--- src/rtl/uart_tx_feeder_pkg.sv ---
// Shared UART constants: data width and the transmit sequencer state encoding.
// Also used by the UART core so both sides agree on the byte width.
package uart_tx_feeder_pkg;

   localparam int UART_DW = 8;

   localparam logic [1:0] IDLE   = 2'd0;
   localparam logic [1:0] LAUNCH = 2'd1;
   localparam logic [1:0] WAIT   = 2'd2;

endpackage

--- src/rtl/uart_tx_feeder_if.sv ---
// System-side write port and UART transmit handshake of the byte feeder.
// The slave modport is the feeder; the master modport is its environment.
interface uart_tx_feeder_if
   import uart_tx_feeder_pkg::*;
#(
   parameter int AW = 4
);

   logic               wr_en;
   logic [UART_DW-1:0] wr_data;
   logic               full;
   logic               empty;
   logic [AW:0]        count;
   logic               overflow;
   logic [UART_DW-1:0] txdata;
   logic               txstart;
   logic               txbusy;
   logic               txdone;
   logic               active;

   modport slave (
      input  wr_en, wr_data, txbusy, txdone,
      output full, empty, count, overflow, txdata, txstart, active
   );

   modport master (
      output wr_en, wr_data, txbusy, txdone,
      input  full, empty, count, overflow, txdata, txstart, active
   );

endinterface

--- src/rtl/uart_sync_fifo.sv ---
// Single-clock byte FIFO with registered status flags and occupancy count.
// The head entry is read straight out of the flop storage array.
module uart_sync_fifo #(
   parameter int DW    = 8,
   parameter int DEPTH = 16,
   parameter int AW    = 4
) (
   input  logic          clk,
   input  logic          rst,
   input  logic          wr,
   input  logic [DW-1:0] wdata,
   input  logic          rd,
   output logic [DW-1:0] rdata,
   output logic          full,
   output logic          empty,
   output logic [AW:0]   count,
   output logic          overflow
);

   localparam logic [AW:0]   FULL_CNT = DEPTH[AW:0];
   localparam logic [AW:0]   CNT_ONE  = {{AW{1'b0}}, 1'b1};
   localparam logic [AW-1:0] PTR_ONE  = {{(AW-1){1'b0}}, 1'b1};

   logic [DW-1:0] mem [DEPTH];
   logic [AW-1:0] wptr;
   logic [AW-1:0] rptr;
   logic          do_wr;
   logic          do_rd;
   logic [AW:0]   count_nxt;

   // Acceptance uses the registered FULL only, so a same-cycle pop never frees a slot.
   assign do_wr = wr && !full;
   assign do_rd = rd && !empty;
   assign rdata = mem[rptr];

   always_comb begin
      count_nxt = count;
      if (do_wr && !do_rd)
         count_nxt = count + CNT_ONE;
      else if (!do_wr && do_rd)
         count_nxt = count - CNT_ONE;
   end

   always_ff @(posedge clk) begin
      if (rst) begin
         wptr     <= '0;
         rptr     <= '0;
         count    <= '0;
         full     <= 1'b0;
         empty    <= 1'b1;
         overflow <= 1'b0;
      end else begin
         if (do_wr)
            wptr <= wptr + PTR_ONE;
         if (do_rd)
            rptr <= rptr + PTR_ONE;
         count    <= count_nxt;
         full     <= (count_nxt == FULL_CNT);
         empty    <= (count_nxt == '0);
         overflow <= wr && full;
      end
   end

   always_ff @(posedge clk) begin
      if (do_wr)
         mem[wptr] <= wdata;
   end

endmodule

--- src/rtl/uart_tx_feeder.sv ---
// Byte FIFO plus transmit sequencer feeding the UART core one byte at a time
// through the TXDATA/TXSTART/TXBUSY/TXDONE handshake.
module uart_tx_feeder
   import uart_tx_feeder_pkg::*;
#(
   parameter int DEPTH = 16,
   parameter int AW    = 4
) (
   input  logic              clk,
   input  logic              rst,
   uart_tx_feeder_if.slave   bus
);

   logic [1:0]         state;
   logic               pop;
   logic [UART_DW-1:0] head;

   // Launch only from IDLE; TXBUSY is ignored once a byte is in flight.
   assign pop = (state == IDLE) && !bus.empty && !bus.txbusy;

   uart_sync_fifo #(
      .DW    (UART_DW),
      .DEPTH (DEPTH),
      .AW    (AW)
   ) u_fifo (
      .clk      (clk),
      .rst      (rst),
      .wr       (bus.wr_en),
      .wdata    (bus.wr_data),
      .rd       (pop),
      .rdata    (head),
      .full     (bus.full),
      .empty    (bus.empty),
      .count    (bus.count),
      .overflow (bus.overflow)
   );

   always_ff @(posedge clk) begin
      if (rst) begin
         state       <= IDLE;
         bus.txdata  <= '0;
         bus.txstart <= 1'b0;
         bus.active  <= 1'b0;
      end else begin
         case (state)
            IDLE: begin
               if (pop) begin
                  bus.txdata  <= head;
                  bus.txstart <= 1'b1;
                  bus.active  <= 1'b1;
                  state       <= LAUNCH;
               end
            end
            LAUNCH: begin
               bus.txstart <= 1'b0;
               state       <= WAIT;
            end
            WAIT: begin
               if (bus.txdone) begin
                  bus.active <= 1'b0;
                  state      <= IDLE;
               end
            end
            default: begin
               bus.txstart <= 1'b0;
               bus.active  <= 1'b0;
               state       <= IDLE;
            end
         endcase
      end
   end

endmodule

--- src/flat_wrapper.sv ---
// flat-port wrapper written by rule: the top's interface ports become plain ports
module uart_tx_feeder_flat import uart_tx_feeder_pkg::*;
#(
   parameter int DEPTH = 16,
   parameter int AW    = 4
)
  (clk, rst, bus_wr_en, bus_wr_data, bus_txbusy, bus_txdone, bus_full, bus_empty, bus_count, bus_overflow, bus_txdata, bus_txstart, bus_active);
  uart_tx_feeder_if #(.AW(AW)) bus_i ();
  input  logic clk;
  input  logic rst;
  input wire logic [$bits(bus_i.wr_en)-1:0] bus_wr_en;
  input wire logic [$bits(bus_i.wr_data)-1:0] bus_wr_data;
  input wire logic [$bits(bus_i.txbusy)-1:0] bus_txbusy;
  input wire logic [$bits(bus_i.txdone)-1:0] bus_txdone;
  output wire logic [$bits(bus_i.full)-1:0] bus_full;
  output wire logic [$bits(bus_i.empty)-1:0] bus_empty;
  output wire logic [$bits(bus_i.count)-1:0] bus_count;
  output wire logic [$bits(bus_i.overflow)-1:0] bus_overflow;
  output wire logic [$bits(bus_i.txdata)-1:0] bus_txdata;
  output wire logic [$bits(bus_i.txstart)-1:0] bus_txstart;
  output wire logic [$bits(bus_i.active)-1:0] bus_active;
  assign bus_i.wr_en = bus_wr_en;
  assign bus_i.wr_data = bus_wr_data;
  assign bus_i.txbusy = bus_txbusy;
  assign bus_i.txdone = bus_txdone;
  assign bus_full = bus_i.full;
  assign bus_empty = bus_i.empty;
  assign bus_count = bus_i.count;
  assign bus_overflow = bus_i.overflow;
  assign bus_txdata = bus_i.txdata;
  assign bus_txstart = bus_i.txstart;
  assign bus_active = bus_i.active;
  uart_tx_feeder #(.DEPTH(DEPTH), .AW(AW)) u_core (.clk(clk), .rst(rst), .bus(bus_i));
endmodule
--- config.mk ---
export PLATFORM = sky130hd
export DESIGN_NAME = uart_tx_feeder_flat
export DESIGN_NICKNAME = d
export VERILOG_FILES = /design/src/rtl/uart_tx_feeder_pkg.sv /design/src/rtl/uart_tx_feeder_if.sv /design/src/rtl/uart_sync_fifo.sv /design/src/rtl/uart_tx_feeder.sv /design/src/flat_wrapper.sv
export SDC_FILE = /design/constraint.sdc
export NUM_CORES = 1
export LEC_CHECK = 0
export CELL_PAD_IN_SITES_DETAIL_PLACEMENT = 1
export CELL_PAD_IN_SITES_GLOBAL_PLACEMENT = 1
export CORE_MARGIN = 1.5
export CORE_UTILIZATION = 50
export DETAILED_ROUTE_END_ITERATION = 10
export PLACE_DENSITY = 0.83
export SYNTH_ARGS = -nofsm -noshare
export SYNTH_HDL_FRONTEND = slang
export SYNTH_SLANG_ARGS = --single-unit
--- constraint.sdc ---
create_clock -name clk -period 2.4 [get_ports clk]
set_clock_uncertainty 0.1 [all_clocks]
set_input_delay 0.24 -clock clk [delete_from_list [all_inputs] [get_ports clk]]
set_output_delay 0.24 -clock clk [all_outputs]
set_load 0.02 [all_outputs]
==> run metrics, run 1 <==
PortBufs=30; CP arrival=2.43 ns; first-iteration detailed-routing DRC count=303; hold buffers post-CTS=0; layout cells sized above 1=21.8%; hpwl dp=8560 um; clk sinks=156; synthesis warning total=0; Starting Density=50.9%; Die W=113 um; leakage power=0.00237 uW; Yosys top cell by area=edfxtp_1; clock root cell=clkbuf_16; relative slew slack=48.7%; CTS H-Tree Depth=4; Total Power=6710 uW; die area=0.0128 sq mm; Post-CTS Setup Bufs=0; post-route minimum period=2.21 ns; Reg area=0.00441 sq mm; Req. time, crit path=2.62 ns; Syn Inst Count=353; most common cell after layout, fill and taps aside=edfxtp_1; via count=3394; initial antenna violation count=0; period utilisation layout=92.0%; fin. max-slew vios=0; final setup violation count=0; sequential share of the synthesized area=72.4%; area of the core=0.0120 sq mm; ys async rst share=0%; Post-synth EDFFs=128; Worst Reg-to-Reg Cells=5; # diodes=0; most frequent cells in the layout=128 x edfxtp_1, 36 x nor2_1, 32 x mux4_2, 30 x clkdlybuf4s50_1, 27 x dfxtp_1; run status=completed; row cnt=40; first-pass GRT wire length=21800 um; Min-Delay Path Depth=3; number of buffers created by CTS=17; CTS tree=yes; deepest clock path buffer count=2; ranking of synthesized cells by area=edfxtp_1 63%, mux4_2 12%, dfxtp_1 9.2%; DRC viols=0; Hold Vio Cnt, Final=0; peak supply drop=0.455 mV; Routed WL per cell=24.9 um; Nets=424; antenna-violating nets left=0; PD cells=921 mW/mm^2; Crit Path Max Fanout=8; post-CTS sizing=0; kind of critical path=reg -> reg; RSZ-0062 raised after global routing=false; post-synthesis cell area=0.00608 sq mm; routed vias/inst=6.02; area grow syn2layout=19.7%; Congestion Overflow GR=0; #FFs+latches synth=156; synth unique cells=37; die height=113 um; final-layout fill cell count=1067; Worst-path clk slew=0.06 ns; Fmax=453 MHz; DP Worst Slack=-0.0180 ns; Worst setup EP type=register; syn nets=373; worst hold slack=0.363 ns; mean post-synth cell area=17.2 sq um; DRT Wirelength=14100 um; worst min path class=in -> reg; largest net degree at the start of global routing=36; clk_lat worst skew=0.43 ns; slew at the pin closest to its max-slew limit=0.766 ns; GRT Total Usage=23.6%; multi-input logic area=0.00158 sq mm; MaxCap Viol Count=0; I/O pin count=31; drt first pass iters=5; vias in the first global route=3642; Final Wtd Congestion=0.737; Top FF cell, synth=edfxtp_1; Startpoint Class=register; Synth top area share=63.2%; Final WS setup=0.193 ns
[registers in the layout (all words and copies together), names as in the netlist]
| name | flops |
|---|---|
| u_core.u_fifo.full | 1 |
| u_core.u_fifo.rptr | 4 |
| u_core.u_fifo.count | 5 |
| u_core.u_fifo.empty | 1 |
| u_core.bus.txdata | 8 |
| u_core.u_fifo.overflow | 1 |
| u_core.u_fifo.wptr | 4 |
| u_core.bus.active | 1 |
| u_core.state | 2 |
| u_core.bus.txstart | 1 |
| u_core.u_fifo.mem | 128 |
[metal layers]
layer / part of all wire (%) / wire length, um / track usage [%] / vias up
li1: - / - / - / 1482
met1: 43 / 6030 / 31.7 / 1769
met2: 50 / 7100 / 38.4 / 118
met3: 4.2 / 595 / 5.20 / 25
met4: 2.4 / 335 / 9.00 / 0
met5: 0 / 0 / 0 / -
[synthesized netlist by cell type, types with 2 or more instances]
cell	instances
nand2b_1	6
nand4_1	3
nor2b_1	4
a22oi_1	16
mux4_2	32
dfxtp_1	28
clkbuf_1	11
buf_2	5
xor2_1	6
inv_1	4
nor3_1	5
nand2_1	13
ha_1	7
buf_1	4
a21oi_1	20
xnor2_1	3
nand3_1	3
nor2_1	36
edfxtp_1	128
nor4_1	2
[critical path: stages, from the launching register on]
cell      delay [ns]
dfxtp_1         0.36
or4_1           0.70
and3_4          0.26
a31oi_2         0.19
xor2_1          0.25
nor4bb_2        0.26
[path summary, 6_finish.rpt]
path	from	endpoint	slack (ns)
worst min-delay path	bus_wr_en	u_core.u_fifo.overflow	0.36
worst max-delay path	u_core.state[1]	u_core.u_fifo.full	0.19
worst max register to register	u_core.state[1]	u_core.u_fifo.full	0.19
worst min register to register	u_core.bus.txstart	u_core.bus.txstart	0.39
[power breakdown]
part	switching (uW)	leakage, uW	total [uW]	internal (uW)
Sequential	80.5	0.00139	3100	3020
Clock	1030	0.000281	2710	1680
Combinational	476	0.000703	888	412
Total	1590	0.00237	6710	5120
[cell type report]
| class | instances | area share [%] |
|---|---|---|
| Sequential cell | 156 | 60.5 |
| Multi-Input combinational cell | 173 | 21.7 |
| Timing Repair Buffer | 52 | 6.74 |
| Clock buffer | 21 | 6.32 |
| Tap cell | 147 | 2.53 |
| Clock inverter | 11 | 1.96 |
| Inverter | 4 | 0.206 |
[kinds of logic after synthesis]
family,after synthesis,synth area share [%]
adder cells (fa/ha/maj),7,1.44
flip-flops,156,72.4
XOR/XNOR,9,1.30
AO/OA/AOI/OAI,44,4.69
AND/OR/NAND/NOR,80,6.58
buffers and inverters,24,1.58
multiplexers,33,12.0
[stage by stage]
stage / instances / setup TNS, ns / area (sq um) / util (%)
6_report: 564 / 0 / 7280 / 60.9
5_1_grt: 564 / 0 / 7280 / 60.9
4_1_cts: 564 / 0 / 7280 / 60.9
3_5_place_dp: 532 / -0.0180 / 6680 / 55.8
3_3_place_gp: 532 / 0 / 6680 / 55.8
2_1_floorplan: 353 / 0 / 6080 / -
No activity file was read; power rests on OpenSTA's default activity.
==> run 2, diff against run 1 <==
CORE_MARGIN = unset   (was 1.5)
clock period = 2.1 ns   (was 2.4 ns; I/O delays follow)
==> run 2 against run 1 <==
The run now ends with DRC left. Routed wire length fell by 3.8%. Non-clock buffer count grew 13. Final cell count grew 1.6%.
==> run metrics, run 2 (same netlist as run 1, synthesis figures left out) <==
DRT Wirelength=13500 um; run status=finished, violations left; Levels on crit path=6; worst min path class=in -> reg; deepest clock path buffer count=2; hold buffers post-CTS=0; cell breakdown of the critical path=buf_12, mux4_2, a22oi_1, a21oi_1, a21oi_1, nor2_1; number of buffers created by CTS=17; layout cells sized above 1=24.7%; clk sinks=156; Total Power=7630 uW; Hold Vio Cnt, Final=0; leakage power=0.00244 uW; Worst R2R Setup Slack=0.09 ns; worst hold slack=0.286 ns; Bufs and invs on worst path=1; post-route minimum period=2.01 ns; Worst setup EP type=register; final-layout fill cell count=1037; CTS H-Tree Depth=4; area grow syn2layout=21.7%; hpwl dp=8800 um; crit-path most repeated cell=a21oi_1; Top Registers=u_core.u_fifo.mem x128, u_core.bus.txdata x8, u_core.u_fifo.count x5; max FFs per register=128; PD cells=1030 mW/mm^2; kind of critical path=reg -> reg; PortBufs=30; most common cell after layout, fill and taps aside=edfxtp_1; antenna-violating nets left=0; GRT Total Usage=23.6%; Starting Density=52.4%; MaxCap Viol Count=0; Startpoint Class=register; die area=0.0126 sq mm; period utilisation layout=95.6%; Final WS setup=0.0919 ns; CP arrival=2.22 ns; CTS tree=yes; Congestion Overflow GR=0; Largest stage delay, worst path=0.51 ns; largest net degree at the start of global routing=36; drt first pass iters=9; # diodes=0; clk_lat worst skew=0.42 ns; final setup violation count=0; DRC viols=3; vias in the first global route=3656; multi-input logic area=0.00162 sq mm; initial antenna violation count=0; die height=112 um; via count=3411; Worst-path clk slew=0.06 ns; Nets=437; Fmax=498 MHz; Crit Path Max Fanout=10; most frequent cells in the layout=128 x edfxtp_1, 36 x nor2_1, 32 x mux4_2, 31 x buf_4, 30 x clkdlybuf4s50_1; first-pass GRT wire length=21300 um; slew at the pin closest to its max-slew limit=0.715 ns; Min-Delay Path Depth=3; CP top delay family=compound AO/OA/AOI/OAI gates; RSZ-0062 raised after global routing=false; clock root cell=clkbuf_16; Req. time, crit path=2.31 ns; Worst Reg-to-Reg Cells=6; slowest cell on the critical path=mux4_2; fin. max-slew vios=0; Routed WL per cell=23.6 um; row cnt=39; Die W=112 um; I/O pin count=31; area of the core=0.0116 sq mm; DP Worst Slack=-0.246 ns; peak supply drop=1.00 mV; first-iteration detailed-routing DRC count=230; Reg area=0.00441 sq mm; Most flops, register=u_core.u_fifo.mem; failing checks=DRC; routed vias/inst=5.95; Final Wtd Congestion=0.812; relative slew slack=52.3%
-- run 2: cell types whose count changed in the layout (fill, tap and decap cells not counted), moves of 2 or more --
cell and delta:
clkbuf_8 -2, nor3_2 +2, clkinvlp_4 -2, clkinv_2 -2
clkinv_1 +4, nor4_2 +2, clkinv_4 +2, nor3_1 -2
nor4_1 -2, buf_4 +11
-- run 2: layer usage --
layer | global-route usage (%) | part of all wire [%]
met1 | 30.2 | 42
met2 | 40.3 | 53
met3 | 4.43 | 3.4
met4 | 9.24 | 1.7
met5 | 0 | 0
-- run 2: worst paths after layout --
kind / startpoint / end
hold reg to reg: u_core.u_fifo.full / u_core.u_fifo.overflow
setup reg to reg: u_core.u_fifo.rptr[0] / u_core.bus.txdata[0]
hold / removal: bus_wr_en / u_core.u_fifo.overflow
setup / recovery: u_core.u_fifo.rptr[0] / u_core.bus.txdata[0]
-- run 2: power breakdown --
part	leakage, uW	total, uW	internal [uW]	switching [uW]
Clock	0.000273	3000	1850	1150
Combinational	0.000783	1090	536	550
Sequential	0.00139	3540	3450	86.6
-- run 2: timing repair --
action / CTS / global route
endpoints found under the setup margin: 0 / 5
gates resized for setup: 0 / 5
hold endpoints to repair: 0 / 0
setup buffers: 0 / 0
-- run 2: worst register-to-register path: cells and delay by family, from the launching register on --
family	cells	cell delay, ns
multiplexers	1	0.51
buffers and inverters	1	0.18
AND/OR/NAND/NOR	1	0.06
flip-flops	1	0.43
AO/OA/AOI/OAI	3	0.61
-- run 2: metrics by stage --
stage / util [%] / setup TNS, ns / cells / cell area, sq um
after CTS: 63.5 / 0 / 573 / 7380
after detailed placement: 58.5 / -0.684 / 541 / 6790
final: 63.7 / 0 / 573 / 7400
after global placement: 58.5 / -0.325 / 541 / 6790
after floorplan: - / -1.16 / 353 / 6090
after global routing: 63.7 / 0 / 573 / 7400
-- run 2: area by class of cell --
type | count | area share (%)
Multi-Input combinational cell | 173 | 21.8
Clock buffer | 19 | 5.85
Tap cell | 143 | 2.42
Timing Repair Buffer | 65 | 8.16
Sequential cell | 156 | 59.5
Inverter | 4 | 0.203
Clock inverter | 13 | 2.03
==> run 3, diff against run 2 <==
ABC_CLOCK_PERIOD_IN_PS = 2100   (was unset)
GPL_ROUTABILITY_DRIVEN = 0   (was unset)
==> results of run 3 <==
No change in the layout: final DEF, timing and power equal those of run 2.
